## src/rtl/ex_mem_branch_commit_if.sv

```systemverilog
// ex_mem_branch_commit_if
// Bundles the EX-stage instruction fields, the memory-stage stall, and the
// resulting EX/MEM register contents and front-end redirect/flush controls.
//   master : EX-side producer (drives ex_*, alu_out, branch_cond, stall)
//   slave  : the commit stage (consumes ex_*, drives mem_*, redirect_*, flush_*)
interface ex_mem_branch_commit_if;
    logic        stall;
    logic        ex_valid;
    logic        ex_is_branch;
    logic        ex_is_jal;
    logic        ex_is_jalr;
    logic [31:0] ex_pc;
    logic [31:0] ex_imm;
    logic [31:0] alu_out;
    logic        branch_cond;
    logic [4:0]  ex_rd;
    logic        ex_reg_write;
    logic        ex_mem_read;
    logic        ex_mem_write;
    logic [31:0] ex_store_data;

    logic        mem_valid;
    logic [31:0] mem_alu_out;
    logic [31:0] mem_store_data;
    logic [4:0]  mem_rd;
    logic        mem_reg_write;
    logic        mem_mem_read;
    logic        mem_mem_write;
    logic        mem_misaligned;
    logic        redirect_valid;
    logic [31:0] redirect_pc;
    logic        flush_if_id;
    logic        flush_id_ex;

    modport master (
        output stall, ex_valid, ex_is_branch, ex_is_jal, ex_is_jalr, ex_pc, ex_imm,
               alu_out, branch_cond, ex_rd, ex_reg_write, ex_mem_read, ex_mem_write,
               ex_store_data,
        input  mem_valid, mem_alu_out, mem_store_data, mem_rd, mem_reg_write,
               mem_mem_read, mem_mem_write, mem_misaligned, redirect_valid,
               redirect_pc, flush_if_id, flush_id_ex
    );

    modport slave (
        input  stall, ex_valid, ex_is_branch, ex_is_jal, ex_is_jalr, ex_pc, ex_imm,
               alu_out, branch_cond, ex_rd, ex_reg_write, ex_mem_read, ex_mem_write,
               ex_store_data,
        output mem_valid, mem_alu_out, mem_store_data, mem_rd, mem_reg_write,
               mem_mem_read, mem_mem_write, mem_misaligned, redirect_valid,
               redirect_pc, flush_if_id, flush_id_ex
    );
endinterface

```

## src/rtl/ex_mem_branch_commit.sv

```systemverilog
// ex_mem_branch_commit
// EX/MEM pipeline register of the RV32I core. Resolves branches, JAL and JALR,
// issues a registered PC redirect with front-end flushes, and turns wrong-path
// instructions arriving during the redirect shadow into bubbles.
// Ports:
//   clk_i  : rising-edge clock
//   rst_i  : synchronous active-high reset
//   bus    : slave side of ex_mem_branch_commit_if (EX inputs, stall, MEM outputs,
//            redirect and flush controls); every output is a flop
//
// state  | meaning
// RUN    | capture EX into MEM, resolve control transfers
// SHADOW | EX holds wrong-path instructions; capture bubbles until count expires
module ex_mem_branch_commit #(
    parameter int unsigned SHADOW_CYCLES = 1,
    parameter int unsigned RESET_PC_LINK = 4
) (
    input  logic                    clk_i,
    input  logic                    rst_i,
    ex_mem_branch_commit_if.slave   bus
);
    localparam int CW = (SHADOW_CYCLES < 2) ? 1 : $clog2(SHADOW_CYCLES + 1);

    typedef enum logic {RUN, SHADOW} state_t;

    state_t      state_q;
    logic [CW-1:0] cnt_q;

    logic        mem_valid_q;
    logic [31:0] mem_alu_out_q;
    logic [31:0] mem_store_data_q;
    logic [4:0]  mem_rd_q;
    logic        mem_reg_write_q;
    logic        mem_mem_read_q;
    logic        mem_mem_write_q;
    logic        mem_misaligned_q;
    logic        redirect_valid_q;
    logic [31:0] redirect_pc_q;
    logic        flush_q;

    logic        is_jump;
    logic        taken;
    logic        misaligned;
    logic [31:0] target;
    logic [31:0] link;

    always_comb begin
        is_jump    = bus.ex_is_jal | bus.ex_is_jalr;
        taken      = bus.ex_valid & (is_jump | (bus.ex_is_branch & bus.branch_cond));
        // JALR clears bit 0 of rs1+imm; branches and JAL are PC-relative
        target     = bus.ex_is_jalr ? (bus.alu_out & 32'hFFFF_FFFE) : (bus.ex_pc + bus.ex_imm);
        misaligned = taken & target[1];
        link       = bus.ex_pc + 32'(RESET_PC_LINK);
    end

    always_ff @(posedge clk_i) begin
        if (rst_i) begin
            state_q          <= RUN;
            cnt_q            <= '0;
            mem_valid_q      <= 1'b0;
            mem_alu_out_q    <= '0;
            mem_store_data_q <= '0;
            mem_rd_q         <= '0;
            mem_reg_write_q  <= 1'b0;
            mem_mem_read_q   <= 1'b0;
            mem_mem_write_q  <= 1'b0;
            mem_misaligned_q <= 1'b0;
            redirect_valid_q <= 1'b0;
            redirect_pc_q    <= '0;
            flush_q          <= 1'b0;
        end else if (!bus.stall) begin
            // stall holds everything, which also stretches an active redirect pulse
            case (state_q)
                RUN: begin
                    mem_valid_q      <= bus.ex_valid;
                    mem_alu_out_q    <= is_jump ? link : bus.alu_out;
                    mem_store_data_q <= bus.ex_store_data;
                    mem_rd_q         <= bus.ex_rd;
                    // a misaligned jump must not write its link register
                    mem_reg_write_q  <= bus.ex_valid & bus.ex_reg_write & ~misaligned;
                    mem_mem_read_q   <= bus.ex_valid & bus.ex_mem_read;
                    mem_mem_write_q  <= bus.ex_valid & bus.ex_mem_write;
                    mem_misaligned_q <= misaligned;
                    if (taken && !misaligned) begin
                        redirect_valid_q <= 1'b1;
                        redirect_pc_q    <= target;
                        flush_q          <= 1'b1;
                        state_q          <= SHADOW;
                        cnt_q            <= CW'(SHADOW_CYCLES);
                    end else begin
                        redirect_valid_q <= 1'b0;
                        flush_q          <= 1'b0;
                    end
                end
                SHADOW: begin
                    mem_valid_q      <= 1'b0;
                    mem_alu_out_q    <= '0;
                    mem_store_data_q <= '0;
                    mem_rd_q         <= '0;
                    mem_reg_write_q  <= 1'b0;
                    mem_mem_read_q   <= 1'b0;
                    mem_mem_write_q  <= 1'b0;
                    mem_misaligned_q <= 1'b0;
                    redirect_valid_q <= 1'b0;
                    flush_q          <= 1'b0;
                    cnt_q            <= cnt_q - 1'b1;
                    if (cnt_q <= CW'(1)) begin
                        state_q <= RUN;
                    end
                end
                default: state_q <= RUN;
            endcase
        end
    end

    assign bus.mem_valid      = mem_valid_q;
    assign bus.mem_alu_out    = mem_alu_out_q;
    assign bus.mem_store_data = mem_store_data_q;
    assign bus.mem_rd         = mem_rd_q;
    assign bus.mem_reg_write  = mem_reg_write_q;
    assign bus.mem_mem_read   = mem_mem_read_q;
    assign bus.mem_mem_write  = mem_mem_write_q;
    assign bus.mem_misaligned = mem_misaligned_q;
    assign bus.redirect_valid = redirect_valid_q;
    assign bus.redirect_pc    = redirect_pc_q;
    assign bus.flush_if_id    = flush_q;
    assign bus.flush_id_ex    = flush_q;
endmodule

```

## src/flat_wrapper.sv

```systemverilog
// flat-port wrapper written by rule: the top's interface ports become plain ports
module ex_mem_branch_commit_flat 
#(
    parameter int unsigned SHADOW_CYCLES = 1,
    parameter int unsigned RESET_PC_LINK = 4
)
  (clk_i, rst_i, bus_stall, bus_ex_valid, bus_ex_is_branch, bus_ex_is_jal, bus_ex_is_jalr, bus_ex_pc, bus_ex_imm, bus_alu_out, bus_branch_cond, bus_ex_rd, bus_ex_reg_write, bus_ex_mem_read, bus_ex_mem_write, bus_ex_store_data, bus_mem_valid, bus_mem_alu_out, bus_mem_store_data, bus_mem_rd, bus_mem_reg_write, bus_mem_mem_read, bus_mem_mem_write, bus_mem_misaligned, bus_redirect_valid, bus_redirect_pc, bus_flush_if_id, bus_flush_id_ex);
  ex_mem_branch_commit_if bus_i ();
  input  logic clk_i;
  input  logic rst_i;
  input wire logic [$bits(bus_i.stall)-1:0] bus_stall;
  input wire logic [$bits(bus_i.ex_valid)-1:0] bus_ex_valid;
  input wire logic [$bits(bus_i.ex_is_branch)-1:0] bus_ex_is_branch;
  input wire logic [$bits(bus_i.ex_is_jal)-1:0] bus_ex_is_jal;
  input wire logic [$bits(bus_i.ex_is_jalr)-1:0] bus_ex_is_jalr;
  input wire logic [$bits(bus_i.ex_pc)-1:0] bus_ex_pc;
  input wire logic [$bits(bus_i.ex_imm)-1:0] bus_ex_imm;
  input wire logic [$bits(bus_i.alu_out)-1:0] bus_alu_out;
  input wire logic [$bits(bus_i.branch_cond)-1:0] bus_branch_cond;
  input wire logic [$bits(bus_i.ex_rd)-1:0] bus_ex_rd;
  input wire logic [$bits(bus_i.ex_reg_write)-1:0] bus_ex_reg_write;
  input wire logic [$bits(bus_i.ex_mem_read)-1:0] bus_ex_mem_read;
  input wire logic [$bits(bus_i.ex_mem_write)-1:0] bus_ex_mem_write;
  input wire logic [$bits(bus_i.ex_store_data)-1:0] bus_ex_store_data;
  output wire logic [$bits(bus_i.mem_valid)-1:0] bus_mem_valid;
  output wire logic [$bits(bus_i.mem_alu_out)-1:0] bus_mem_alu_out;
  output wire logic [$bits(bus_i.mem_store_data)-1:0] bus_mem_store_data;
  output wire logic [$bits(bus_i.mem_rd)-1:0] bus_mem_rd;
  output wire logic [$bits(bus_i.mem_reg_write)-1:0] bus_mem_reg_write;
  output wire logic [$bits(bus_i.mem_mem_read)-1:0] bus_mem_mem_read;
  output wire logic [$bits(bus_i.mem_mem_write)-1:0] bus_mem_mem_write;
  output wire logic [$bits(bus_i.mem_misaligned)-1:0] bus_mem_misaligned;
  output wire logic [$bits(bus_i.redirect_valid)-1:0] bus_redirect_valid;
  output wire logic [$bits(bus_i.redirect_pc)-1:0] bus_redirect_pc;
  output wire logic [$bits(bus_i.flush_if_id)-1:0] bus_flush_if_id;
  output wire logic [$bits(bus_i.flush_id_ex)-1:0] bus_flush_id_ex;
  assign bus_i.stall = bus_stall;
  assign bus_i.ex_valid = bus_ex_valid;
  assign bus_i.ex_is_branch = bus_ex_is_branch;
  assign bus_i.ex_is_jal = bus_ex_is_jal;
  assign bus_i.ex_is_jalr = bus_ex_is_jalr;
  assign bus_i.ex_pc = bus_ex_pc;
  assign bus_i.ex_imm = bus_ex_imm;
  assign bus_i.alu_out = bus_alu_out;
  assign bus_i.branch_cond = bus_branch_cond;
  assign bus_i.ex_rd = bus_ex_rd;
  assign bus_i.ex_reg_write = bus_ex_reg_write;
  assign bus_i.ex_mem_read = bus_ex_mem_read;
  assign bus_i.ex_mem_write = bus_ex_mem_write;
  assign bus_i.ex_store_data = bus_ex_store_data;
  assign bus_mem_valid = bus_i.mem_valid;
  assign bus_mem_alu_out = bus_i.mem_alu_out;
  assign bus_mem_store_data = bus_i.mem_store_data;
  assign bus_mem_rd = bus_i.mem_rd;
  assign bus_mem_reg_write = bus_i.mem_reg_write;
  assign bus_mem_mem_read = bus_i.mem_mem_read;
  assign bus_mem_mem_write = bus_i.mem_mem_write;
  assign bus_mem_misaligned = bus_i.mem_misaligned;
  assign bus_redirect_valid = bus_i.redirect_valid;
  assign bus_redirect_pc = bus_i.redirect_pc;
  assign bus_flush_if_id = bus_i.flush_if_id;
  assign bus_flush_id_ex = bus_i.flush_id_ex;
  ex_mem_branch_commit #(.SHADOW_CYCLES(SHADOW_CYCLES), .RESET_PC_LINK(RESET_PC_LINK)) u_core (.clk_i(clk_i), .rst_i(rst_i), .bus(bus_i));
endmodule
```

## config.mk

```make
export PLATFORM = sky130hd
export DESIGN_NAME = ex_mem_branch_commit_flat
export DESIGN_NICKNAME = d
export VERILOG_FILES = /design/src/rtl/ex_mem_branch_commit_if.sv /design/src/rtl/ex_mem_branch_commit.sv /design/src/flat_wrapper.sv
export SDC_FILE = /design/constraint.sdc
export NUM_CORES = 1
export LEC_CHECK = 0
export CAP_MARGIN = 20
export CORE_MARGIN = 4
export CORE_UTILIZATION = 48
export DETAILED_ROUTE_END_ITERATION = 6
export GPL_TIMING_DRIVEN = 0
export PLACE_DENSITY = 0.9
export SLEW_MARGIN = 20
export SYNTH_ARGS = -nofsm -noshare
export SYNTH_HDL_FRONTEND = slang
export SYNTH_SLANG_ARGS = --single-unit
```

## constraint.sdc

```tcl
create_clock -name clk_i -period 5.2 [get_ports clk_i]
set_input_delay 0.78 -clock clk_i [delete_from_list [all_inputs] [get_ports clk_i]]
set_output_delay 0.78 -clock clk_i [all_outputs]
set_load 0.05 [all_outputs]
```

==> flow_summary.json, run 1 <==
{
  "clkPwrFrac_pct": 29.2,
  "total_leakage_power_nw": 3.487,
  "stdcell_count": 1234,
  "totalPowerFinal_mw": 2.454,
  "drt_first_iter_violations": 624,
  "synth_ff_type": "dfxtp_1",
  "initial_utilization_pct": 49.75,
  "fillers": 935,
  "stdcell_area_um2": 9395,
  "yosysWarnings": 0,
  "place.gp.congestion": 0.9663,
  "cpMaxStageDelayCell": "fa_1",
  "power.switching_mw": 0.8546,
  "vdd_drop_max_v": 0.0001913,
  "slew_viol_final": 0,
  "crit_fanout": 4,
  "p_sw_share_pct": 34.82,
  "dp_hpwl_um": 18900,
  "clk_pin_slew_ns": 0.07,
  "yosysSeqAreaShare_pct": 33.71,
  "drt_first_pass_iters": 6,
  "cp_cell_sequence": "clkdlybuf4s50_1, ha_1, fa_1, a21oi_1, o211ai_1, a21oi_1, o21ai_0, a31oi_1, o311ai_1, xnor2_1, a211oi_1",
  "place_ws_ns": 1.308,
  "antenna_found_initial": 0,
  "regArea_um2": 2142,
  "grt_max_degree": 20,
  "p_int_mw": 1.600,
  "die_h_um": 123.1,
  "drc": 0,
  "drv_cap": 0,
  "hold_path_class": "flop to flop",
  "postCtsSetupRepairBufs": 0,
  "comb_power_share_pct": 34.3,
  "startpoint_type": "primary input",
  "placed_cell_area_um2": 9082,
  "path_common_cell": "a21oi_1",
  "synth_edf_count": 0,
  "ctsResizeCount": 0,
  "portBuffers": 251,
  "ios": 253,
  "timing.final.crit_share_pct": 68.90,
  "grt_first_pass_wirelength_um": 34870,
  "relSlewSlack_pct": 34.06,
  "die-area_um2": 15140,
  "rows": 41,
  "critPathArrivalTime_ns": 3.84,
  "die_w_um": 123.1,
  "worstMarginPinSlew_ns": 0.9815,
  "cts_max_path_buffers": 2,
  "setup_tns_ns": 0,
  "antenna_left": 0,
  "drt-total-wl_um": 23510,
  "fin_ws_ns": 1.617,
  "vias_per_cell": 5.792,
  "syn_avg_cell_area_um2": 8.014,
  "grt_overflow_total": 0,
  "clk_latency_ns": 0.35,
  "fin_crit_ns": 3.583,
  "hold_violations": 0,
  "grt_pass1_vias": 6536,
  "drive_above_1_share_pct": 3.868,
  "rsz0062_at_grt": "false",
  "cts_tree": "yes",
  "place_inst": 1216,
  "clock_sink_count": 107,
  "status": "finished, final reports clean",
  "critPathCaptureType": "flop",
  "flow.area_growth_from_synthesis_pct": 47.84,
  "fin_skew_ns": 0.01194,
  "synthCells": 793,
  "cts_buffers": 9,
  "root_buffer": "clkbuf_16",
  "core_um2": 12770,
  "multi_input_area_um2": 3854,
  "synthDistinctLibCells": 57,
  "h-tree-depth": 3,
  "seq_power_share_pct": 36.5,
  "ys_ff_latch": 107,
  "p_per_area_nw_per_um2": 261.2,
  "slowest_delay_ns": 0.45,
  "final_nets": 1232,
  "fmax_mhz": 279.1,
  "vias": 7147,
  "cp.required_ns": 5.46,
  "syn_nets": 970,
  "synthArstFlopShare_pct": 0,
  "path_class": "primary input to flop",
  "netlist_area_um2": 6355,
  "wl_per_cell_um": 19.05,
  "ctsHoldBuffers": 0,
  "gr-usage-all-layers_pct": 29.36,
  "setup_viol": 0
}
-- path summary, 6_finish.rpt --
kind	end	start	cells after the start	slack [ns]
max	u_core.bus.redirect_pc[30]$_SDFFE_PP0P_	bus_ex_pc[0]	11	1.62
min	u_core.bus.redirect_pc[0]$_SDFFE_PP0P_	u_core.bus.redirect_pc[0]$_SDFFE_PP0P_	2	0.45
max reg2reg	u_core.bus.redirect_pc[24]$_SDFFE_PP0P_	u_core.state_q$_SDFFE_PP0N_	6	2.81
min reg2reg	u_core.bus.redirect_pc[0]$_SDFFE_PP0P_	u_core.bus.redirect_pc[0]$_SDFFE_PP0P_	2	0.45
-- Yosys cell counts, types with 2 or more instances --
| cell | number | area (um^2) |
|---|---|---|
| buf_4 | 2 | 15.01 |
| nor3b_1 | 4 | 30.03 |
| o21ai_1 | 2 | 10.01 |
| clkbuf_1 | 31 | 116.4 |
| buf_2 | 4 | 20.02 |
| o31a_1 | 2 | 17.52 |
| o21ai_0 | 67 | 335.3 |
| bufbuf_16 | 2 | 65.06 |
| nor3_1 | 9 | 45.04 |
| and3_2 | 2 | 15.01 |
| o21bai_1 | 5 | 37.54 |
| a22o_1 | 19 | 166.4 |
| nand2_1 | 91 | 341.6 |
| nand3_1 | 16 | 80.08 |
| nand4_1 | 17 | 106.4 |
| nor2_1 | 102 | 382.9 |
| clkbuf_8 | 3 | 41.29 |
| o211ai_1 | 10 | 75.07 |
| o221ai_1 | 2 | 17.52 |
| a21o_1 | 7 | 52.55 |
| and4_1 | 3 | 26.28 |
| or2_2 | 2 | 12.51 |
| a22oi_1 | 52 | 390.4 |
| mux2_2 | 4 | 45.04 |
| a211oi_1 | 14 | 105.1 |
| xnor2_1 | 40 | 350.3 |
| a31oi_1 | 7 | 43.79 |
| a21oi_1 | 48 | 240.2 |
| inv_1 | 14 | 52.55 |
| and3_1 | 7 | 43.79 |
| a2111oi_0 | 5 | 43.79 |
| ha_1 | 32 | 400.4 |
| xor2_1 | 18 | 157.7 |
| dfxtp_1 | 107 | 2142 |
| nand3b_1 | 9 | 67.56 |
| a32oi_1 | 2 | 17.52 |
| buf_1 | 10 | 37.54 |
| o21a_1 | 3 | 22.52 |
-- sequential cells by signal, summed over array words and instances, names as in the netlist, 5 cells and up --
register,flops
u_core.bus.mem_alu_out,32
u_core.bus.mem_rd,5
u_core.bus.redirect_pc,32
u_core.bus.mem_store_data,32
-- cell families after synthesis --
logic type	synth area share, %
multiplexers	0.8663
AND/OR/NAND/NOR	18.90
AO/OA/AOI/OAI	26.27
flip-flops	33.71
adder cells (fa/ha/maj)	6.615
XOR/XNOR	7.994
buffers and inverters	5.651
-- routing by layer --
layer  track usage [%]  vias to the layer above  wire length [um]
met5                 0                        -                 0
met4             11.83                        0               951
met3             4.575                       65              2282
met2             51.21                      402             11410
met1             36.21                     3294              8862
li1                  -                     3386                 -
-- layout by cell type (no fill, tap or decap), types with 17 or more instances in the layout --
master,netlist,final
nand4_1,17,17
nand2_1,91,91
a22o_1,19,19
clkdlybuf4s50_1,0,251
clkbuf_1,31,32
xor2_1,18,18
xnor2_1,40,40
a22oi_1,52,52
nor2_1,102,102
ha_1,32,32
dfxtp_1,107,107
o21ai_0,67,67
a21oi_1,48,48
-- worst max-delay path, delay by kind of cell --
family | cells | cell delay, ns
compound gates | 7 | 1.75
fa+ha+maj | 2 | 0.72
xor+xnor | 1 | 0.16
buf+inv | 1 | 0.43
-- through the flow --
step                      utilization, %  hold slack [ns]
final                              73.55           0.4519
after global routing               73.51           0.4795
after CTS                          73.51           0.4569
after detailed placement           71.10           0.4483
after global placement             71.10           0.4378
after floorplan                        -           0.6684
-- area by class of cell --
| type | instances | area share, % |
|---|---|---|
| multi-input cells | 619 | 41.02 |
| repair buffers | 251 | 26.74 |
| flip-flops and latches | 107 | 22.80 |
| plain buffers | 53 | 3.263 |
| clock buffers | 10 | 2.437 |
| well taps | 172 | 2.291 |
| clock inverters | 6 | 0.8390 |
| inverters | 14 | 0.5593 |
| diodes | 2 | 0.05327 |
-- power by group through the flow --
stage	logic (mW)	clock network [mW]	registers, mW
floorplan	0.333	0	1.08
global placement	0.818	0	0.912
detailed placement	0.828	0	0.914
CTS	0.833	0.717	0.895
global route	0.893	0.747	0.900
finish	0.842	0.717	0.896
Note: power is estimated with default switching activity, not from simulation.
==> run 2: changes to the inputs <==
Settings changed: CORE_UTILIZATION 48 to 40, PLACE_DENSITY 0.9 to 0.81.
Clock period 5.2 ns to 3.1 ns, I/O delays scaled along.
==> flow_summary.json, run 2 (synthesis results as in run 1) <==
{
  "status": "finished, final reports clean",
  "final_cell_mix": "clkdlybuf4s50_1 (249), dfxtp_1 (107), nor2_1 (101)",
  "root_buffer": "clkbuf_16",
  "vdd_drop_max_v": 0.0002871,
  "final_common_cell": "clkdlybuf4s50_1",
  "worstMarginPinSlew_ns": 0.9742,
  "drt_first_iter_violations": 505,
  "fmax_mhz": 334.6,
  "drive_above_1_share_pct": 5.362,
  "clk_pin_slew_ns": 0.08,
  "drv_cap": 0,
  "final_nets": 1235,
  "cts_buffers": 9,
  "stdcell_area_um2": 9507,
  "grt_pass1_vias": 6615,
  "p_per_area_nw_per_um2": 433.4,
  "ctsHoldBuffers": 0,
  "initial_utilization_pct": 41.34,
  "hold_path_class": "primary input to flop",
  "startpoint_type": "primary input",
  "clk_latency_ns": 0.36,
  "regArea_um2": 2142,
  "die-area_um2": 17970,
  "stdcell_count": 1275,
  "fin_skew_ns": 0.007259,
  "flow.area_growth_from_synthesis_pct": 49.60,
  "h-tree-depth": 3,
  "rsz0062_at_grt": "false",
  "utilization_pct": 61.85,
  "place_inst": 1255,
  "clock_sink_count": 107,
  "setup_viol": 0,
  "dp_hpwl_um": 19250,
  "totalPowerFinal_mw": 4.121,
  "crit_fanout": 6,
  "gr-usage-all-layers_pct": 25.38,
  "drc": 0,
  "ios": 253,
  "fin_ws_ns": 0.1115,
  "drt_first_pass_iters": 6,
  "cts_max_path_buffers": 2,
  "grt_first_pass_wirelength_um": 36130,
  "die_w_um": 134.0,
  "multi_input_area_um2": 3891,
  "fillers": 1398,
  "core_um2": 15370,
  "hold_violations": 0,
  "relSlewSlack_pct": 34.55,
  "timing.final.crit_share_pct": 96.40,
  "slew_viol_final": 0,
  "grt_max_degree": 22,
  "die_h_um": 134.0,
  "wl_per_cell_um": 18.94,
  "place_ws_ns": -0.4991,
  "cts_tree": "yes",
  "cp.required_ns": 3.38,
  "antenna_left": 0,
  "place.gp.congestion": 0.9148,
  "fin_crit_ns": 2.989,
  "vias_per_cell": 5.519,
  "drt-total-wl_um": 24150,
  "setup_tns_ns": 0,
  "holdWs_ns": 0.3671,
  "portBuffers": 251,
  "antenna_found_initial": 1,
  "total_leakage_power_nw": 3.529,
  "critPathCaptureType": "flop",
  "rows": 45,
  "grt_overflow_total": 0,
  "placed_cell_area_um2": 9131,
  "vias": 7037,
  "critPathArrivalTime_ns": 3.27,
  "path_class": "primary input to flop"
}
[run 2: changes by cell type in the layout (fill, tap and decap cells not counted), moves of 2 or more]
cell             previous run  this run
clkbuf_1                   32        28
buf_4                       2         5
clkbuf_2                    0         3
o21ai_0                    67        64
o21ai_1                     2         5
a21oi_1                    48        46
a21oi_2                     1         3
clkdlybuf4s50_1           251       249
clkinv_8                    0         2
dlymetal6s2s_1              0         2
inv_6                       2         4
[run 2: final timing paths]
check / slack [ns] / from / to / cells past startpoint
min: 0.37 / rst_i / u_core.bus.redirect_pc[19]$_SDFFE_PP0P_ / 2
min reg2reg: 0.46 / u_core.bus.redirect_pc[2]$_SDFFE_PP0P_ / u_core.bus.redirect_pc[2]$_SDFFE_PP0P_ / 2
max: 0.11 / bus_ex_pc[2] / u_core.bus.redirect_pc[29]$_SDFFE_PP0P_ / 10
max reg2reg: 0.96 / u_core.state_q$_SDFFE_PP0N_ / u_core.bus.redirect_pc[24]$_SDFFE_PP0P_ / 6
[run 2: cell type report]
cell class,count,area share (%)
Antenna cell,1,0.02632
Multi-Input combinational cell,619,40.93
Clock buffer,9,2.369
Clock inverter,7,0.8292
Inverter,14,0.5528
Timing Repair Buffer,254,26.72
Buffer,53,3.264
Tap cell,211,2.777
Sequential cell,107,22.53
[run 2: critical path, cell delays in order]
cell             delay (ns)
clkdlybuf4s50_1        0.50
ha_1                   0.45
a21oi_1                0.14
a211oi_2               0.27
o21ai_1                0.16
nand3_2                0.14
a31oi_4                0.11
o31a_1                 0.36
or4_1                  0.50
a31oi_1                0.18
[run 2: routing by layer]
layer,part of all wire (%),GRT usage [%],routed length [um],vias to the layer above
li1,-,-,-,3389
met1,40,31.89,9679,3278
met2,48,43.07,11490,317
met3,8.6,4.501,2086,53
met4,3.7,10.52,893,0
met5,0,0,0,-
[run 2: power by group]
part	internal, mW	switching, mW
clock	0.578	0.611
combinational	0.590	0.840
sequential	1.46	0.0445
[run 2: repair_timing]
item | CTS | global route
gates resized for setup | 5 | 16
endpoints found under the setup margin | 17 | 16
pin swaps | 2 | 3
setup buffers | 0 | 3
==> run 3: changes to the inputs <==
Settings changed: PLACE_DENSITY 0.81 to 0.78, SKIP_LAST_GASP set to 1.
==> flow_summary.json, run 3 (synthesis results as in run 1) <==
{
  "status": "finished, final reports clean",
  "die_h_um": 134.0,
  "hold_violations": 0,
  "utilization_pct": 61.83,
  "vias_per_cell": 5.467,
  "gr-usage-all-layers_pct": 24.74,
  "clk_latency_ns": 0.35,
  "fillers": 1360,
  "n_antenna_cell": 0,
  "dp_hpwl_um": 19060,
  "antenna_found_initial": 1,
  "grt_first_pass_wirelength_um": 35260,
  "fin_ws_ns": 0.1158,
  "antenna_left": 0,
  "hold_path_class": "primary input to flop",
  "fmax_mhz": 335.1,
  "drv_cap": 0,
  "rsz0062_at_grt": "true",
  "initial_utilization_pct": 41.34,
  "vdd_drop_max_v": 0.0002740,
  "cts_max_path_buffers": 2,
  "p_per_area_nw_per_um2": 436.5,
  "total_leakage_power_nw": 3.516,
  "vias": 6959,
  "startpoint_type": "primary input",
  "cts_buffers": 9,
  "cp.required_ns": 3.38,
  "power.switching_mw": 1.455,
  "portBuffers": 251,
  "stdcell_area_um2": 9504,
  "drive_above_1_share_pct": 4.991,
  "grt_overflow_total": 0,
  "timing.final.crit_share_pct": 96.26,
  "p_int_mw": 2.693,
  "cp_cell_sequence": "clkdlybuf4s50_1, ha_1, fa_2, a21oi_2, o21ai_0, a2111oi_1, o21ai_1, a21oi_1, xnor2_1, nand2_1, a31oi_1",
  "place.gp.congestion": 0.9467,
  "root_buffer": "clkbuf_16",
  "comb_power_share_pct": 34.2,
  "grt_max_degree": 21,
  "worstMarginPinSlew_ns": 0.9903,
  "r2r_slack_ns": 0.93,
  "rows": 45,
  "critPathArrivalTime_ns": 3.27,
  "wl_per_cell_um": 18.52,
  "cts_tree": "yes",
  "slowest_delay_ns": 0.45,
  "core_um2": 15370,
  "crit_fanout": 3,
  "final_common_cell": "clkdlybuf4s50_1",
  "p_sw_share_pct": 35.09,
  "path_class": "primary input to flop",
  "cpMaxStageDelayCell": "a2111oi_1",
  "drt_first_iter_violations": 505,
  "final_nets": 1234,
  "fin_skew_ns": 0.006990,
  "slew_viol_final": 0,
  "drt-total-wl_um": 23580,
  "critPathCaptureType": "flop",
  "setup_viol": 0,
  "relSlewSlack_pct": 33.47,
  "clock_sink_count": 107,
  "die-area_um2": 17970,
  "seq_power_share_pct": 36.2,
  "fin_crit_ns": 2.984,
  "grt_pass1_vias": 6390,
  "ios": 253,
  "die_w_um": 134.0,
  "placed_cell_area_um2": 9131,
  "totalPowerFinal_mw": 4.148,
  "h-tree-depth": 3,
  "drt_first_pass_iters": 5,
  "flow.area_growth_from_synthesis_pct": 49.56,
  "final_cell_mix": "clkdlybuf4s50_1 (250), dfxtp_1 (107), nor2_1 (101)",
  "clkPwrFrac_pct": 29.7,
  "clk_pin_slew_ns": 0.08,
  "drc": 0,
  "place_ws_ns": -0.4349
}
==> run 3: per-layer routing <==
| layer | vias to the layer above | part of all wire, % | wire length, um | GRT usage [%] |
|---|---|---|---|---|
| li1 | 3395 | - | - | - |
| met1 | 3202 | 42 | 9827 | 31.97 |
| met2 | 317 | 47 | 11180 | 42.08 |
| met3 | 43 | 7.8 | 1844 | 4.164 |
| met4 | 2 | 3.0 | 713 | 8.201 |
| met5 | - | 0.055 | 13 | 0 |
==> run 3: final timing paths <==
| check | startpoint | to | cells after the start |
|---|---|---|---|
| worst max register to register | u_core.state_q$_SDFFE_PP0N_ | u_core.bus.redirect_pc[24]$_SDFFE_PP0P_ | 6 |
| worst min register to register | u_core.bus.redirect_pc[2]$_SDFFE_PP0P_ | u_core.bus.redirect_pc[2]$_SDFFE_PP0P_ | 2 |
| worst min-delay path | rst_i | u_core.bus.redirect_pc[16]$_SDFFE_PP0P_ | 2 |
| worst max-delay path | bus_ex_pc[0] | u_core.bus.redirect_pc[24]$_SDFFE_PP0P_ | 11 |
==> run 3: power groups by stage <==
stage	Clock [mW]	Sequential [mW]	Combinational, mW
after CTS	1.25	1.50	1.40
after global placement	0	1.53	1.38
after detailed placement	0	1.53	1.39
after floorplan	0	1.81	0.558
final	1.23	1.50	1.42
after global routing	1.31	1.51	1.50
==> run 3: layout make-up <==
| class | count | area, um^2 | area share [%] |
|---|---|---|---|
| clock buffer | 9 | 225.2 | 2.370 |
| multi-input combinational | 619 | 3890 | 40.93 |
| tap | 211 | 264.0 | 2.778 |
| buffer | 53 | 307.8 | 3.239 |
| timing repair buffer | 253 | 2530 | 26.62 |
| inverter | 14 | 52.55 | 0.5529 |
| sequential | 107 | 2142 | 22.54 |
| clock inverter | 7 | 92.59 | 0.9742 |
==> run 3: metrics by stage <==
| step | setup TNS, ns | instances | hold slack (ns) |
|---|---|---|---|
| 5_1_grt | -0.07679 | 1273 | 0.3679 |
| 6_report | 0 | 1273 | 0.3618 |
| 3_5_place_dp | -9.145 | 1255 | 0.4457 |
| 3_3_place_gp | -8.308 | 1255 | 0.4398 |
| 4_1_cts | 0 | 1271 | 0.3509 |
| 2_1_floorplan | 0 | 793 | 0.6091 |
==> run 3: critical path: cells and delay by family <==
family	cells	cell delay (ns)
and+or+nand+nor	1	0.12
buffers and inverters	1	0.43
adders and majority gates	2	0.66
xor gates and xnor gates	1	0.15
AOI/OAI and AO/OA	6	1.45
==> run 3: repair_timing <==
item                       4_1_cts  5_1_grt
buffers inserted                 0        2
resized for setup                3       11
hold buffers                     0        0
pin swaps                        0        2
setup endpoints to repair       10       11
